<file path="config.mk">
export PLATFORM = sky130hd
export DESIGN_NAME = instruction_encoder
export DESIGN_NICKNAME = d
export VERILOG_FILES = /design/src/rtl/instruction_encoder.sv
export SDC_FILE = /design/constraint.sdc
export NUM_CORES = 1
export LEC_CHECK = 0
export BUFFER_PORTS_ARGS = -buffer_cell sky130_fd_sc_hd__buf_4
export CAP_MARGIN = 20
export CELL_PAD_IN_SITES_DETAIL_PLACEMENT = 0
export CELL_PAD_IN_SITES_GLOBAL_PLACEMENT = 1
export CORE_UTILIZATION = 34
export CTS_CLUSTER_SIZE = 25
export DETAILED_ROUTE_END_ITERATION = 12
export PLACE_DENSITY_LB_ADDON = 0.1
export SETUP_SLACK_MARGIN = 0.5
export SLEW_MARGIN = 20
export SYNTH_ARGS = -nofsm -noshare
export SYNTH_HDL_FRONTEND = slang
export SYNTH_SLANG_ARGS = --single-unit
</file>
<file path="constraint.sdc">
create_clock -name clk -period 2.4 [get_ports clk]
set_input_delay 0.24 -clock clk [delete_from_list [all_inputs] [get_ports clk]]
set_output_delay 0.24 -clock clk [all_outputs]
set_load 0.01 [all_outputs]
</file>
<file path="src/rtl/instruction_encoder.sv">
// RV32I instruction encoder: packs a field set into a 32-bit instruction word
// behind a valid/ready handshake, flags unrepresentable immediates, and counts
// delivered words.
// Optional feature: define INSTR_ENCODER_LI_EN to expand the LI pseudo
// instruction (in_type 6) into ADDI or LUI+ADDI; otherwise type 6 is reserved.
`timescale 1ns/1ps

module instruction_encoder (
   input  logic        clk,
   input  logic        rst_n,
   input  logic        in_valid,
   output logic        in_ready,
   input  logic [2:0]  in_type,
   input  logic [6:0]  in_opcode,
   input  logic [2:0]  in_funct3,
   input  logic [6:0]  in_funct7,
   input  logic [4:0]  in_rd,
   input  logic [4:0]  in_rs1,
   input  logic [4:0]  in_rs2,
   input  logic [31:0] in_imm,
   output logic        out_valid,
   input  logic        out_ready,
   output logic [31:0] out_instruction,
   output logic        out_error,
   output logic [15:0] out_count
);

   localparam int unsigned XLEN  = 32;
   localparam int unsigned CNT_W = 16;

   localparam logic [2:0] T_R  = 3'd0;
   localparam logic [2:0] T_I  = 3'd1;
   localparam logic [2:0] T_S  = 3'd2;
   localparam logic [2:0] T_SB = 3'd3;
   localparam logic [2:0] T_U  = 3'd4;
   localparam logic [2:0] T_UJ = 3'd5;
`ifdef INSTR_ENCODER_LI_EN
   localparam logic [2:0] T_LI = 3'd6;
   localparam logic [6:0] OP_LUI = 7'h37;
`endif

   localparam logic [6:0]      OP_OPIMM = 7'h13;
   localparam logic [XLEN-1:0] NOP_WORD = 32'h0000_0013;

   typedef enum logic {
      SINGLE = 1'b0,
      LI_HI  = 1'b1
   } state_t;

   state_t            state;
   state_t            state_nxt;
   logic [XLEN-1:0]   li_lo;
   logic [XLEN-1:0]   li_lo_nxt;
   logic              out_valid_nxt;
   logic [XLEN-1:0]   out_instruction_nxt;
   logic              out_error_nxt;
   logic [CNT_W-1:0]  out_count_nxt;

   logic [6:0]        op;
   logic              fits12;
   logic              fits13;
   logic              fits21;
   logic [XLEN-1:0]   enc_word;
   logic              enc_err;
   logic              enc_two;
   logic [XLEN-1:0]   enc_lo;
   logic              in_fire;
   logic              out_fire;

   // Opcode low bits are always 2'b11 in RV32I; OR-ing keeps every input bit live.
   assign op     = in_opcode | 7'b000_0011;
   assign fits12 = (in_imm == {{20{in_imm[11]}}, in_imm[11:0]});
   assign fits13 = (in_imm == {{19{in_imm[12]}}, in_imm[12:0]});
   assign fits21 = (in_imm == {{11{in_imm[20]}}, in_imm[20:0]});

`ifdef INSTR_ENCODER_LI_EN
   logic [19:0] lui_hi;
   // Upper part rounds up when the low 12 bits are negative as a signed ADDI operand.
   assign lui_hi = in_imm[31:12] + 20'(in_imm[11]);
`endif

   // Handshake qualifiers; the encoder only accepts in SINGLE and never in reset.
   assign in_ready = rst_n && (state == SINGLE) && (!out_valid || out_ready);
   assign in_fire  = in_valid && in_ready;
   assign out_fire = out_valid && out_ready;

   // Field packing and immediate range checks for the presented field set.
   always_comb begin
      enc_word = NOP_WORD;
      enc_err  = 1'b0;
      enc_two  = 1'b0;
      enc_lo   = '0;
      case (in_type)
         T_R: begin
            enc_word = {in_funct7, in_rs2, in_rs1, in_funct3, in_rd, op};
         end
         T_I: begin
            enc_word = {in_imm[11:0], in_rs1, in_funct3, in_rd, op};
            enc_err  = !fits12;
         end
         T_S: begin
            enc_word = {in_imm[11:5], in_rs2, in_rs1, in_funct3, in_imm[4:0], op};
            enc_err  = !fits12;
         end
         T_SB: begin
            enc_word = {in_imm[12], in_imm[10:5], in_rs2, in_rs1, in_funct3,
                        in_imm[4:1], in_imm[11], op};
            enc_err  = !fits13 || in_imm[0];
         end
         T_U: begin
            enc_word = {in_imm[31:12], in_rd, op};
            enc_err  = |in_imm[11:0];
         end
         T_UJ: begin
            enc_word = {in_imm[20], in_imm[10:1], in_imm[11], in_imm[19:12], in_rd, op};
            enc_err  = !fits21 || in_imm[0];
         end
`ifdef INSTR_ENCODER_LI_EN
         T_LI: begin
            if (fits12) begin
               enc_word = {in_imm[11:0], 5'd0, 3'd0, in_rd, OP_OPIMM};
            end else begin
               enc_word = {lui_hi, in_rd, OP_LUI};
               enc_two  = 1'b1;
               enc_lo   = {in_imm[11:0], in_rd, 3'd0, in_rd, OP_OPIMM};
            end
         end
`endif
         default: begin
            enc_word = NOP_WORD;
            enc_err  = 1'b1;
         end
      endcase
   end

   // Next-state and next-output logic: load on acceptance, hold until taken.
   always_comb begin
      state_nxt           = state;
      li_lo_nxt           = li_lo;
      out_valid_nxt       = out_valid;
      out_instruction_nxt = out_instruction;
      out_error_nxt       = out_error;
      out_count_nxt       = out_count + CNT_W'(out_fire);

      if (out_fire) begin
         out_valid_nxt = 1'b0;
      end

      case (state)
         SINGLE: begin
            if (in_fire) begin
               out_valid_nxt       = 1'b1;
               out_instruction_nxt = enc_word;
               out_error_nxt       = enc_err;
               if (enc_two) begin
                  li_lo_nxt = enc_lo;
                  state_nxt = LI_HI;
               end
            end
         end
         LI_HI: begin
            if (out_fire) begin
               out_valid_nxt       = 1'b1;
               out_instruction_nxt = li_lo;
               out_error_nxt       = 1'b0;
               state_nxt           = SINGLE;
            end
         end
         default: begin
            state_nxt = SINGLE;
         end
      endcase
   end

   // State and output registers with synchronous active-low reset.
   always_ff @(posedge clk) begin
      if (!rst_n) begin
         state           <= SINGLE;
         li_lo           <= '0;
         out_valid       <= 1'b0;
         out_instruction <= '0;
         out_error       <= 1'b0;
         out_count       <= '0;
      end else begin
         state           <= state_nxt;
         li_lo           <= li_lo_nxt;
         out_valid       <= out_valid_nxt;
         out_instruction <= out_instruction_nxt;
         out_error       <= out_error_nxt;
         out_count       <= out_count_nxt;
      end
   end

endmodule

</file>
Yosys cells after proc, flatten, opt, wreduce, memory -nomap -nowiden --
Cells that the tools add are included.
Cells by class: add/sub/neg operators 1, multiplexer cells 14, eq/ne operators 10, reduce and logical (&&, ||, !) cells 15, bitwise logic cells 1
Operator list (count):
- 32-bit one-hot mux with 6 select lines | 1
- 32-bit 2-to-1 mux | 2
- 32-bit one-hot mux with 2 select lines | 1
- 20-bit equality test | 1
- 19-bit equality test | 1
- 16-bit by 1-bit adder with 16-bit output | 1
- 12-bit OR reduction | 1
- 11-bit equality test | 1
- 3-bit by 2-bit equality test with 1-bit output, second input constant | 2
- 3-bit equality test, second input constant | 2
- 1-bit 2-to-1 mux | 6
- 1-bit one-hot mux with 2 select lines | 3
- 1-bit one-hot mux with 5 select lines | 1
- 1-bit logical AND | 4
- 1-bit logical NOT | 4
- 3-bit by 1-bit equality test with 1-bit output, second input constant | 1
- 3-bit logical NOT | 1
- 1-bit logical OR | 3
- 2-bit by 1-bit != test with 1-bit output, second input constant | 1
- 2-bit != test, second input constant | 1
- 2-bit AND reduction | 1
- 2-bit OR reduction | 1
- 1-bit inverter | 1
Word-level totals: flip-flop bits (word level) 51, bits of input ports 71, word-level logic and storage cells 46

Logic depth before layout (Yosys ltp) --
Gate-level depths: netlist (run 1).
depth after elaboration 6, depth in mapped cells 8

Least setup slack after synthesis (run 1) --
No wires, ideal clock.
kind input to register, from input in_imm[24], to register out_error, slack 480 ps, path buffers 0, arrival time 1781 ps, stages on the path 5, library setup time 139 ps, required time 2261 ps, path through or4_4 or4_1 a2111oi_2 a311o_2 a41oi_1
Between the ends: word-level cells in the longest chain between the ends 6, elaborated cells between the ends (all ways) 11, classes of those cells eq/ne: 3; mux: 3; reduce/logical: 5
RTL lines:
- start, declared | line 20 | input logic [31:0] in_imm,
- 19-bit equality test or 11-bit equality test (tied branches) | line 73, 74
- 1-bit logical NOT (on tied branches) | line 108, 116
- 1-bit logical OR (on tied branches) | line 108, 116
- 1-bit one-hot mux with 5 select lines * | line 93 | case (in_type)
- 1-bit 2-to-1 mux * | line 151 | if (in_fire) begin
- 1-bit one-hot mux with 2 select lines * | line 149 | case (state)
- end signal, assigned | line 189 | out_error <= out_error_nxt;
- end, declared | line 24 | output logic out_error,
Mark *: on every way between the ends. The rest lies on a longest branch, timed or not. The select of a mux whose other input is x is not followed. A chain may end at the register's enable or synchronous reset.

Worst setup path after layout (run 1) --
from register out_valid, to register out_count[14]
Between the ends: word-level cells in the longest chain between the ends 2
RTL lines:
- start, declared | line 21 | output logic out_valid,
- start signal, assigned | line 187 | out_valid <= out_valid_nxt;
- 1-bit logical AND | line 85 | assign out_fire = out_valid && out_ready;
- 16-bit by 1-bit adder with 16-bit output | line 143 | out_count_nxt = out_count + CNT_W'(out_fire);
- end signal, assigned | line 190 | out_count <= out_count_nxt;
- end, declared | line 25 | output logic [15:0] out_count
No other way between the ends.

==> metrics.md, run 1 <==
| Metric | Value |
|---|---|
| Post-DRT Antenna Nets | 0 |
| Status | finished, final reports clean |
| Worst-Margin Slew | 0.464 ns |
| Main combinational cell family by area after synthesis | simple AND/OR/NAND/NOR gates |
| Root Buffer | clkbuf_8 |
| Post-synthesis compound-gate area fraction | 22.6% |
| Drt via density | 5.22 |
| Drt wl/cell | 15.8 um |
| Fin worst setup slack | 0.612 ns |
| Yosys warning count | 0 |
| Clock Skew | 0.00260 ns |
| Via count | 2835 |
| Worst slack at placement | 0.314 ns |
| Starting Density | 35.6% |
| Hold buffer count at CTS | 0 |
| CP Max Fanout | 5 |
| Cells after Synth | 331 |
| Clk_lat worst skew | 0.30 ns |
| CTS Buf Count | 5 |
| Clk sinks | 50 |
| PortBufs | 119 |
| Flops & latches, synth | 50 |
| Max_slew headroom | 69.1% |
| Mux cell area share after synthesis | 5.11% |
| GRT Resource Usage Total | 19.6% |
| Final Max Slew Viols | 0 |
| Async S/R FF share, synth | 0% |
| LEAKAGE | 1.66 nW |
| Area grow syn2layout | 40.8% |
| Setup TNS | 0 ns |
| Post-synth EDFFs | 0 |
| Yosys top cell area share | 35.9% |
| Cell Pwr Density | 450 nW/um2 |
| WP buf/inv | 0 |
| IO Count | 122 |
| Ant diodes | 0 |
| Share of layout cells above drive strength 1 | 35.8% |
| H-tree levels | 2 |
| DIE AREA | 8580 um2 |
| Worst stage delay on the critical path | 0.37 ns |
| Clock transition at the registers of the reported paths | 0.09 ns |
| Post-Syn Nets | 404 |
| Core Box Area | 7850 um2 |
| Min Tclk post-route | 1.79 ns |
| Critical-path cell with the highest stage delay | dfxtp_4 |
| Worst Setup End Kind | flip-flop |
| DRC Markers | 0 |
| CTS tree | yes |
| Vias in the first global route | 2681 |
| Max Freq | 559 MHz |
| Fin nets | 513 |
| Chip height | 92.6 um |
| Synth cell types | 47 |
| CP Data Required Time | 2.60 ns |
| Die width | 92.6 um |
| Iter 0 DRT Violations | 196 |
| Post-synthesis simple-gate area fraction | 27.3% |
| Hold Fails Final Rpt | 0 |
| Final worst path period share | 74.5% |
| Worst min path class | in -> reg |
| Largest net degree at the start of global routing | 53 |
| Adder-cell area share of the yosys netlist | 0.896% |
| Post-Syn Area | 2790 um2 |
| Most frequent cells in the layout | buf_4, dfxtp_1, a22oi_1 |
| Drt first pass iters | 4 |
| # rows | 32 |
| Fraction of synthesized cell area in xor and xnor cells | 3.77% |
| Setup violators final | 0 |
| Crit-path cells | and2_1 > ha_2 > ha_4 > nand2_2 > nor3_4 > nand4_1 > xnor2_1 > and2_1 |
| Total power | 1.77 mW |
| Seq/Total Area, Yosys | 35.9% |
| Max Cap Viol | 0 |
| Filler cells | 797 |
| Final WL | 8600 um |
| CP Data Arrival Time | 1.99 ns |
| First-pass GRT wire length | 13500 um |
| Post-Synthesis Mean Instance Area | 8.43 um2 |
| Total congestion overflow | 0 |
| Peak VDD IR | 226 uV |
| Initial antenna violation count | 0 |
| Worst Setup Path Type | reg -> reg |
| Top cells by area, synth | dfxtp_1, a22oi_1, nor2b_1 |
| RSZ-0062 raised after global routing | yes |
| Maximum buffer depth of the clock tree | 2 |
| Most Frequent Cell on Critical Path | and2_1 |
| Top FF cell, synth | dfxtp_1 |
| GPL Wtd Cong | 0.821 |
| Final Instance Count excl. Fillers | 543 |
| Commonest non-fill, non-tap cell in the layout | buf_4 |
| Post-detail-place hpwl | 6190 um |
| CP top delay family | simple AND/OR/NAND/NOR gates |
| Cell accounting for the most synthesized area | dfxtp_1 |
| Placed Cells | 535 |
| Fin Hold WS | 0.208 ns |
| Startpoint types | flip-flop |
## state kept, by name (all words and copies together), names as in the netlist
signal           flops
out_count           16
out_error            1
out_instruction     31
out_valid            1
state                1
## what timing repair did
| item | 4_1_cts | 5_1_grt |
|---|---|---|
| setup buffers | 0 | 0 |
| resized for setup | 1 | 11 |
| endpoints found under the setup margin | 4 | 23 |
| pin swaps | 0 | 1 |
## power breakdown
part	total (mW)	leakage [nW]	internal, mW	switching [mW]
registers	0.867	0.406	0.853	0.0145
logic	0.371	1.20	0.193	0.178
clock network	0.530	0.0489	0.239	0.291
total	1.77	1.66	1.29	0.483
## final timing paths
check | end | start | slack [ns] | cells past startpoint
setup / recovery | out_count[14] | out_valid | 0.61 | 8
hold reg to reg | out_instruction[23] | out_instruction[23] | 0.48 | 2
hold / removal | out_instruction[6] | in_opcode[6] | 0.21 | 3
setup reg to reg | out_count[14] | out_valid | 0.61 | 8
## layout make-up
cell class | count | area [um2] | share of cell area, %
clock inverter | 1 | 8.76 | 0.223
tap | 102 | 128 | 3.25
timing repair buffer | 126 | 946 | 24.1
clock buffer | 7 | 86.3 | 2.20
multi-input combinational | 250 | 1730 | 44.0
inverter | 7 | 26.3 | 0.668
sequential | 50 | 1000 | 25.6
## tightest hold or removal path, stage by stage
cell and delay, ns:
buf_4 0.08, a22oi_1 0.06, nor2b_1 0.09
## layer usage
metal | wire length (um) | up-vias | global-route usage (%)
met5 | 0 | - | 0
met4 | 43 | 0 | 3.59
met3 | 581 | 4 | 4.60
met2 | 3930 | 83 | 31.4
met1 | 4050 | 1329 | 27.1
li1 | - | 1419 | -
## cell families (layout without fill, tap and decap cells)
family / count (synthesis) / in the layout
adders and majority gates: 2 / 2
muxes: 13 / 13
buffers and inverters: 31 / 141
DFF: 50 / 50
xor gates and xnor gates: 12 / 12
and+or+nand+nor: 134 / 134
AOI/OAI and AO/OA: 89 / 89
## synth_stat cells (all sizes together), types with 2 or more instances
library cell and instances:
nand2 22, nor2b 35, nand4 7, or3 5, inv 7, a21o 2
nor2 13, o21ai 14, a32oi 2, or4 3, mux2i 3, dfxtp 50
a21oi 5, nor4 6, nand2b 3, ha 2, and2 18, buf 6
mux2 10, a2111oi 2, xnor2 6, o22ai 7, a21boi 8, and3 7
xor2 6, nor3 2, a22oi 41, nand3 8, clkbuf 18
## stage by stage
step,instance area (um2),utilization (%)
2_1_floorplan,2810,-
3_3_place_gp,3790,48.3
3_5_place_dp,3790,48.3
4_1_cts,3890,49.6
5_1_grt,3930,50.1
6_report,3930,50.1
Power figures use the tool's default switching activity.
==> run 2, diff against run 1 <==
clock period = 1.8 ns   (was 2.4 ns; I/O delays follow)
==> metrics.md, run 2 (synthesis gave the netlist of run 1 again) <==
| Metric | Value |
|---|---|
| Status | finished, final reports clean (unchanged) |
| Final Max Slew Viols | 0 (unchanged) |
| Area grow syn2layout | 64.5% (was 40.8%) |
| CP Data Arrival Time | 1.81 ns (was 1.99 ns) |
| Largest net degree at the start of global routing | 22 (was 53) |
| PortBufs | 119 (unchanged) |
| Fin nets | 542 (was 513) |
| Peak VDD IR | 358 uV (was 226 uV) |
| Chip height | 92.6 um (unchanged) |
| Starting Density | 35.6% (unchanged) |
| Multi-input gate area | 1990 um2 (was 1730 um2) |
| Hold Fails Final Rpt | 0 (unchanged) |
| Vias in the first global route | 2885 (was 2681) |
| Die width | 92.6 um (unchanged) |
| DRC Markers | 0 (unchanged) |
| RSZ-0062 raised after global routing | yes (unchanged) |
| Hold path depth | 3 (unchanged) |
| CP top delay family | simple AND/OR/NAND/NOR gates (unchanged) |
| CTS tree | yes (unchanged) |
| WP buf/inv | 1 (was 0) |
| Post-DRT Antenna Nets | 0 (unchanged) |
| Hold buffer count at CTS | 0 (unchanged) |
| Fin area | 4590 um2 (was 3930 um2) |
| # rows | 32 (unchanged) |
| Clock Skew | 0.00775 ns (was 0.00260 ns) |
| LEAKAGE | 1.94 nW (was 1.66 nW) |
| Clk sinks | 50 (unchanged) |
| Cell Pwr Density | 576 nW/um2 (was 450 nW/um2) |
| Hold path start | in_opcode[3] (was in_opcode[6]) |
| Drt first pass iters | 4 (unchanged) |
| DIE AREA | 8580 um2 (unchanged) |
| Max reg flops | 31 (unchanged) |
| Most Frequent Cell on Critical Path | or4_4 (was and2_1) |
| Max Freq | 615 MHz |
| DP Area | 4080 um2 (was 3790 um2) |
| Final WL | 9250 um (was 8600 um) |
| IO Count | 122 (unchanged) |
| GRT Resource Usage Total | 21.7% (was 19.6%) |
| Worst Setup End Kind | flip-flop (unchanged) |
| Storage cell area | 1010 um2 (was 1000 um2) |
| Largest Register | out_instruction (unchanged) |
| Filler cells | 718 (was 797) |
| Worst reg2reg setup slack | 0.23 ns (was 0.61 ns) |
| Initial antenna violation count | 0 (unchanged) |
| Setup TNS | 0 ns (unchanged) |
| Clock transition at the registers of the reported paths | 0.10 ns (was 0.09 ns) |
| CTS Buf Count | 5 (unchanged) |
| Root Buffer | clkbuf_8 (unchanged) |
| Core Box Area | 7850 um2 (unchanged) |
| Ant diodes | 0 (unchanged) |
| Final worst path period share | 90.4% |
| Min Tclk post-route | 1.63 ns |
| Maximum buffer depth of the clock tree | 2 (unchanged) |
| H-tree levels | 2 (unchanged) |
| CP Max Fanout | 2 (was 5) |
| Setup violators final | 0 (unchanged) |
| Iter 0 DRT Violations | 151 (was 196) |
| Crit-path cells | buf_6 > or4_4 > or4_4 > a2111oi_4 > a311o_2 > a41oi_2 (was and2_1 > ha_2 > ha_4 > nand2_2 > nor3_4 > nand4_1 > xnor2_1 > and2_1) |
| Reg2Reg Depth | 8 (unchanged) |
| Share of layout cells above drive strength 1 | 49.6% (was 35.8%) |
| R2R Path End | out_count[15] (was out_count[14]) |
| Drt wl/cell | 16.2 um (was 15.8 um) |
| Clk_lat worst skew | 0.31 ns (was 0.30 ns) |
| Regs by FF count | out_instruction (31), out_count (16) (unchanged) |
| Commonest non-fill, non-tap cell in the layout | buf_4 (unchanged) |
| GPL Wtd Cong | 0.872 (was 0.821) |
| Worst stage delay on the critical path | 0.54 ns (was 0.37 ns) |
| Worst Setup Path Type | in -> reg (was reg -> reg) |
| Total congestion overflow | 0 (unchanged) |
| Most frequent cells in the layout | buf_4, dfxtp_1, nor2b_1 (was buf_4, dfxtp_1, a22oi_1) |
| Critical-path cell with the highest stage delay | or4_4 (was dfxtp_4) |
| First-pass GRT wire length | 14700 um (was 13500 um) |
| Startpoint types | primary input (was flip-flop) |
| Max_slew headroom | 75.6% (was 69.1%) |
| Via count | 3025 (was 2835) |
| Max Cap Viol | 0 (unchanged) |
| Post-detail-place hpwl | 6720 um (was 6190 um) |
| Worst min path class | in -> reg (unchanged) |
| Hold worst-path end | out_instruction[3] (was out_instruction[6]) |
| CP Data Required Time | 1.99 ns (was 2.60 ns) |
| Worst-Margin Slew | 0.357 ns (was 0.464 ns) |
| R2R Path Start | out_valid (unchanged) |
| Drt via density | 5.29 (was 5.22) |
==> run 2: cell types whose count changed in the layout (fill, tap and decap cells not counted), moves of 4 or more <==
cell,before,now
a22oi_2,0,25
a21boi_0,7,0
a22oi_1,41,16
buf_4,126,135
buf_6,0,11
o21ai_0,14,10
buf_8,0,4
a21boi_1,0,5
==> run 2: routing by layer <==
| metal | up-vias | routed length (um) | share of wire, % | global-route usage, % |
|---|---|---|---|---|
| met5 | - | 0 | 0 | 0 |
| li1 | 1482 | - | - | - |
| met4 | 0 | 120 | 1.3 | 7.18 |
| met2 | 101 | 4200 | 45 | 34.9 |
| met3 | 10 | 611 | 6.6 | 5.25 |
| met1 | 1432 | 4320 | 47 | 28.5 |
==> run 2: worst reg2reg max path, delay by kind of cell, from the launching register on <==
family	cells	cell delay, ns
simple gates	5	0.71
flops	1	0.38
fa+ha+maj	1	0.15
buf+inv	1	0.15
xor+xnor	1	0.13
==> run 2: final cells by class <==
cell class	instances	area share, %
clock inverters	2	0.845
flip-flops and latches	50	21.9
inverters	7	0.572
well taps	102	2.78
repair buffers	155	28.7
multi-input cells	250	43.4
clock buffers	6	1.80
==> run 2: power breakdown <==
part / internal [mW] / switching [mW] / total (mW)
sequential: 1.14 / 0.0239 / 1.16
combinational: 0.338 / 0.281 / 0.620
clock: 0.458 / 0.406 / 0.864
==> run 2: worst max-delay path by stage <==
stage | depth (start not counted) | from | end
floorplan | 5 | in_imm[24] | out_error
global placement | 6 | in_imm[24] | out_error
detailed placement | 6 | in_imm[24] | out_error
CTS | 6 | in_imm[21] | out_error
global route | 8 | out_valid | out_count[11]
finish | 6 | in_imm[21] | out_error
==> run 2: what timing repair did <==
action / 4_1_cts / 5_1_grt
setup endpoints to repair: 45 / 47
pin swaps: 33 / 21
setup buffers: 11 / 4
gates resized for setup: 40 / 12
gates cloned: 3 / 0
==> run 2: stage by stage <==
stage / power (mW) / instances / utilization (%) / worst slack, ns / hold slack, ns
floorplan: 1.46 / 331 / - / -0.0487 / 0.365
global placement: 1.73 / 546 / 51.9 / -0.213 / 0.452
detailed placement: 1.74 / 546 / 51.9 / -0.247 / 0.460
CTS: 2.67 / 568 / 57.5 / 0.128 / 0.133
global route: 2.77 / 572 / 58.5 / 0.126 / 0.144
finish: 2.64 / 572 / 58.5 / 0.174 / 0.139
==> run 3, diff against run 2 <==
CORE_UTILIZATION = 35   (was 34)
CTS_BUF_LIST = sky130_fd_sc_hd__clkbuf_2   (was default)
==> metrics.md, run 3 (synthesis gave the netlist of run 1 again) <==
| Metric | Value |
|---|---|
| Max Freq | 630 MHz (was 615 MHz) |
| Top Metal Used | met4 (unchanged) |
| Core Box Area | 7730 um2 (was 7850 um2) |
| Total congestion overflow | 0 (unchanged) |
| Clk_lat worst skew | 0.42 ns (was 0.31 ns) |
| Ant diodes | 0 (unchanged) |
| Final Instance Count excl. Fillers | 577 (was 572) |
| Largest net degree at the start of global routing | 39 (was 22) |
| Drt first pass iters | 4 (unchanged) |
| Max Cap Viol | 0 (unchanged) |
| Regs by FF count | out_instruction (31), out_count (16) (unchanged) |
| RSZ-0062 raised after global routing | yes (unchanged) |
| Share of layout cells above drive strength 1 | 49.3% (was 49.6%) |
| Final WL | 9370 um (was 9250 um) |
| Chip height | 91.3 um (was 92.6 um) |
| Drt via density | 5.21 (was 5.29) |
| Iter 0 DRT Violations | 137 (was 151) |
| Clock Skew | 0.0101 ns (was 0.00775 ns) |
| CP Data Required Time | 2.18 ns (was 1.99 ns) |
| Met3 wire length | 629 um (was 611 um) |
| Initial antenna violation count | 0 (unchanged) |
| Fin nets | 547 (was 542) |
| LEAKAGE | 1.93 nW (was 1.94 nW) |
| PortBufs | 119 (unchanged) |
| CTS tree | yes (unchanged) |
| Startpoint types | flip-flop (was primary input) |
| Final Max Slew Viols | 0 (unchanged) |
| Worst Setup End Kind | flip-flop (unchanged) |
| Total power | 2.28 mW (was 2.64 mW) |
| Max_slew headroom | 71.1% (was 75.6%) |
| Post-DRT Antenna Nets | 0 (unchanged) |
| DIE AREA | 8340 um2 (was 8580 um2) |
| CTS Buf Count | 5 (unchanged) |
| Drt wl/cell | 16.2 um (about the same) |
| DRC Markers | 0 (unchanged) |
| Via count | 3005 (was 3025) |
| Worst-Margin Slew | 0.423 ns (was 0.357 ns) |
| Maximum buffer depth of the clock tree | 2 (unchanged) |
| GPL Wtd Cong | 0.853 (was 0.872) |
| Worst Setup Path Type | reg -> reg (was in -> reg) |
| Largest Register | out_instruction (unchanged) |
| M1 wire length | 4310 um (was 4320 um) |
| Fin Hold WS | 0.0564 ns (was 0.139 ns) |
| Area grow syn2layout | 63.2% (was 64.5%) |
| IO Count | 122 (unchanged) |
| Hold Fails Final Rpt | 0 (unchanged) |
| Vias in the first global route | 2902 (was 2885) |
| Min Tclk post-route | 1.59 ns (was 1.63 ns) |
| # rows | 32 (unchanged) |
| Post-detail-place hpwl | 6570 um (was 6720 um) |
| CP Data Arrival Time | 1.97 ns (was 1.81 ns) |
| Setup violators final | 0 (unchanged) |
| Max reg flops | 31 (unchanged) |
| Clk sinks | 50 (unchanged) |
| Worst reg2reg setup slack | 0.21 ns (was 0.23 ns) |
| Worst min path class | in -> reg (unchanged) |
| GRT Resource Usage Total | 22.1% (was 21.7%) |
| Cell Pwr Density | 500 nW/um2 (was 576 nW/um2) |
| Final Core Density | 59.0% (was 58.5%) |
| CP Max Fanout | 5 (was 2) |
| Final worst path period share | 88.2% (was 90.4%) |
| First-pass GRT wire length | 14800 um (was 14700 um) |
| Clock transition at the registers of the reported paths | 0.26 ns (was 0.10 ns) |
| Placed Cells | 542 (was 546) |
| Most frequent cells in the layout | buf_4, dfxtp_1, nor2b_1 (unchanged) |
| Die width | 91.3 um (was 92.6 um) |
| Root Buffer | clkbuf_2 (was clkbuf_8) |
| Status | finished, final reports clean (unchanged) |
| Routed wl met2 | 4250 um (was 4200 um) |
| H-tree levels | 2 (unchanged) |
| Peak VDD IR | 282 uV (was 358 uV) |
| Commonest non-fill, non-tap cell in the layout | buf_4 (unchanged) |
| Starting Density | 36.1% (was 35.6%) |
## run 3: changes by cell type in the layout (fill, tap and decap cells not counted), moves of 4 or more
cell and change:
clkbuf_2 +6, dfxtp_2 +9, buf_6 -4, dfxtp_1 -9, dlygate4sd3_1 +5, clkbuf_8 -6
## run 3: cell type report
cell class / instances / area [um2]
Multi-Input combinational cell: 250 / 1950
Timing Repair Buffer: 160 / 1390
Fill cell: 706 / 3170
Tap cell: 102 / 128
Sequential cell: 50 / 1020
Inverter: 7 / 26.3
Clock buffer: 6 / 30.0
Clock inverter: 2 / 12.5
## run 3: worst paths after layout
path | start | endpoint | cells past startpoint
min | rst_n | out_instruction[1] | 2
max | out_valid | out_instruction[19] | 8
min reg2reg | out_instruction[24] | out_instruction[24] | 2
max reg2reg | out_valid | out_instruction[19] | 8
## run 3: what timing repair did
item                       4_1_cts  5_1_grt
resized for setup               23       19
setup endpoints to repair       47       55
hold buffers                     5        0
pin swaps                       16        7
cloned                           2        3
setup buffers                   12        5
hold endpoints to repair         5        0
## run 3: layer usage
| metal | global-route usage [%] | vias to the layer above |
|---|---|---|
| met3 | 4.86 | 17 |
| met5 | 0 | - |
| met2 | 34.0 | 108 |
| li1 | - | 1494 |
| met1 | 30.6 | 1386 |
| met4 | 6.75 | 0 |
## run 3: worst max-delay path, stage by stage, from the launching register on
cell and delay, ns:
dfxtp_4 0.41, buf_4 0.14, nand2b_4 0.06, and4b_1 0.22, a21boi_4 0.28, buf_12 0.15
clkbuf_16 0.14, a22oi_2 0.05, nor2b_1 0.09
## run 3: stage by stage
step	worst slack, ns	cell area (um2)	setup TNS, ns
CTS	0.215	4380	0
global route	0.121	4560	0
floorplan	-0.0487	3040	-0.0487
detailed placement	-0.248	4050	-0.248
global placement	-0.199	4050	-0.199
finish	0.212	4560	0
## run 3: power breakdown
part / switching (mW) / total (mW) / internal (mW)
Sequential: 0.0230 / 1.17 / 1.14
Combinational: 0.287 / 0.642 / 0.355
Clock: 0.366 / 0.469 / 0.103
Total: 0.676 / 2.28 / 1.60
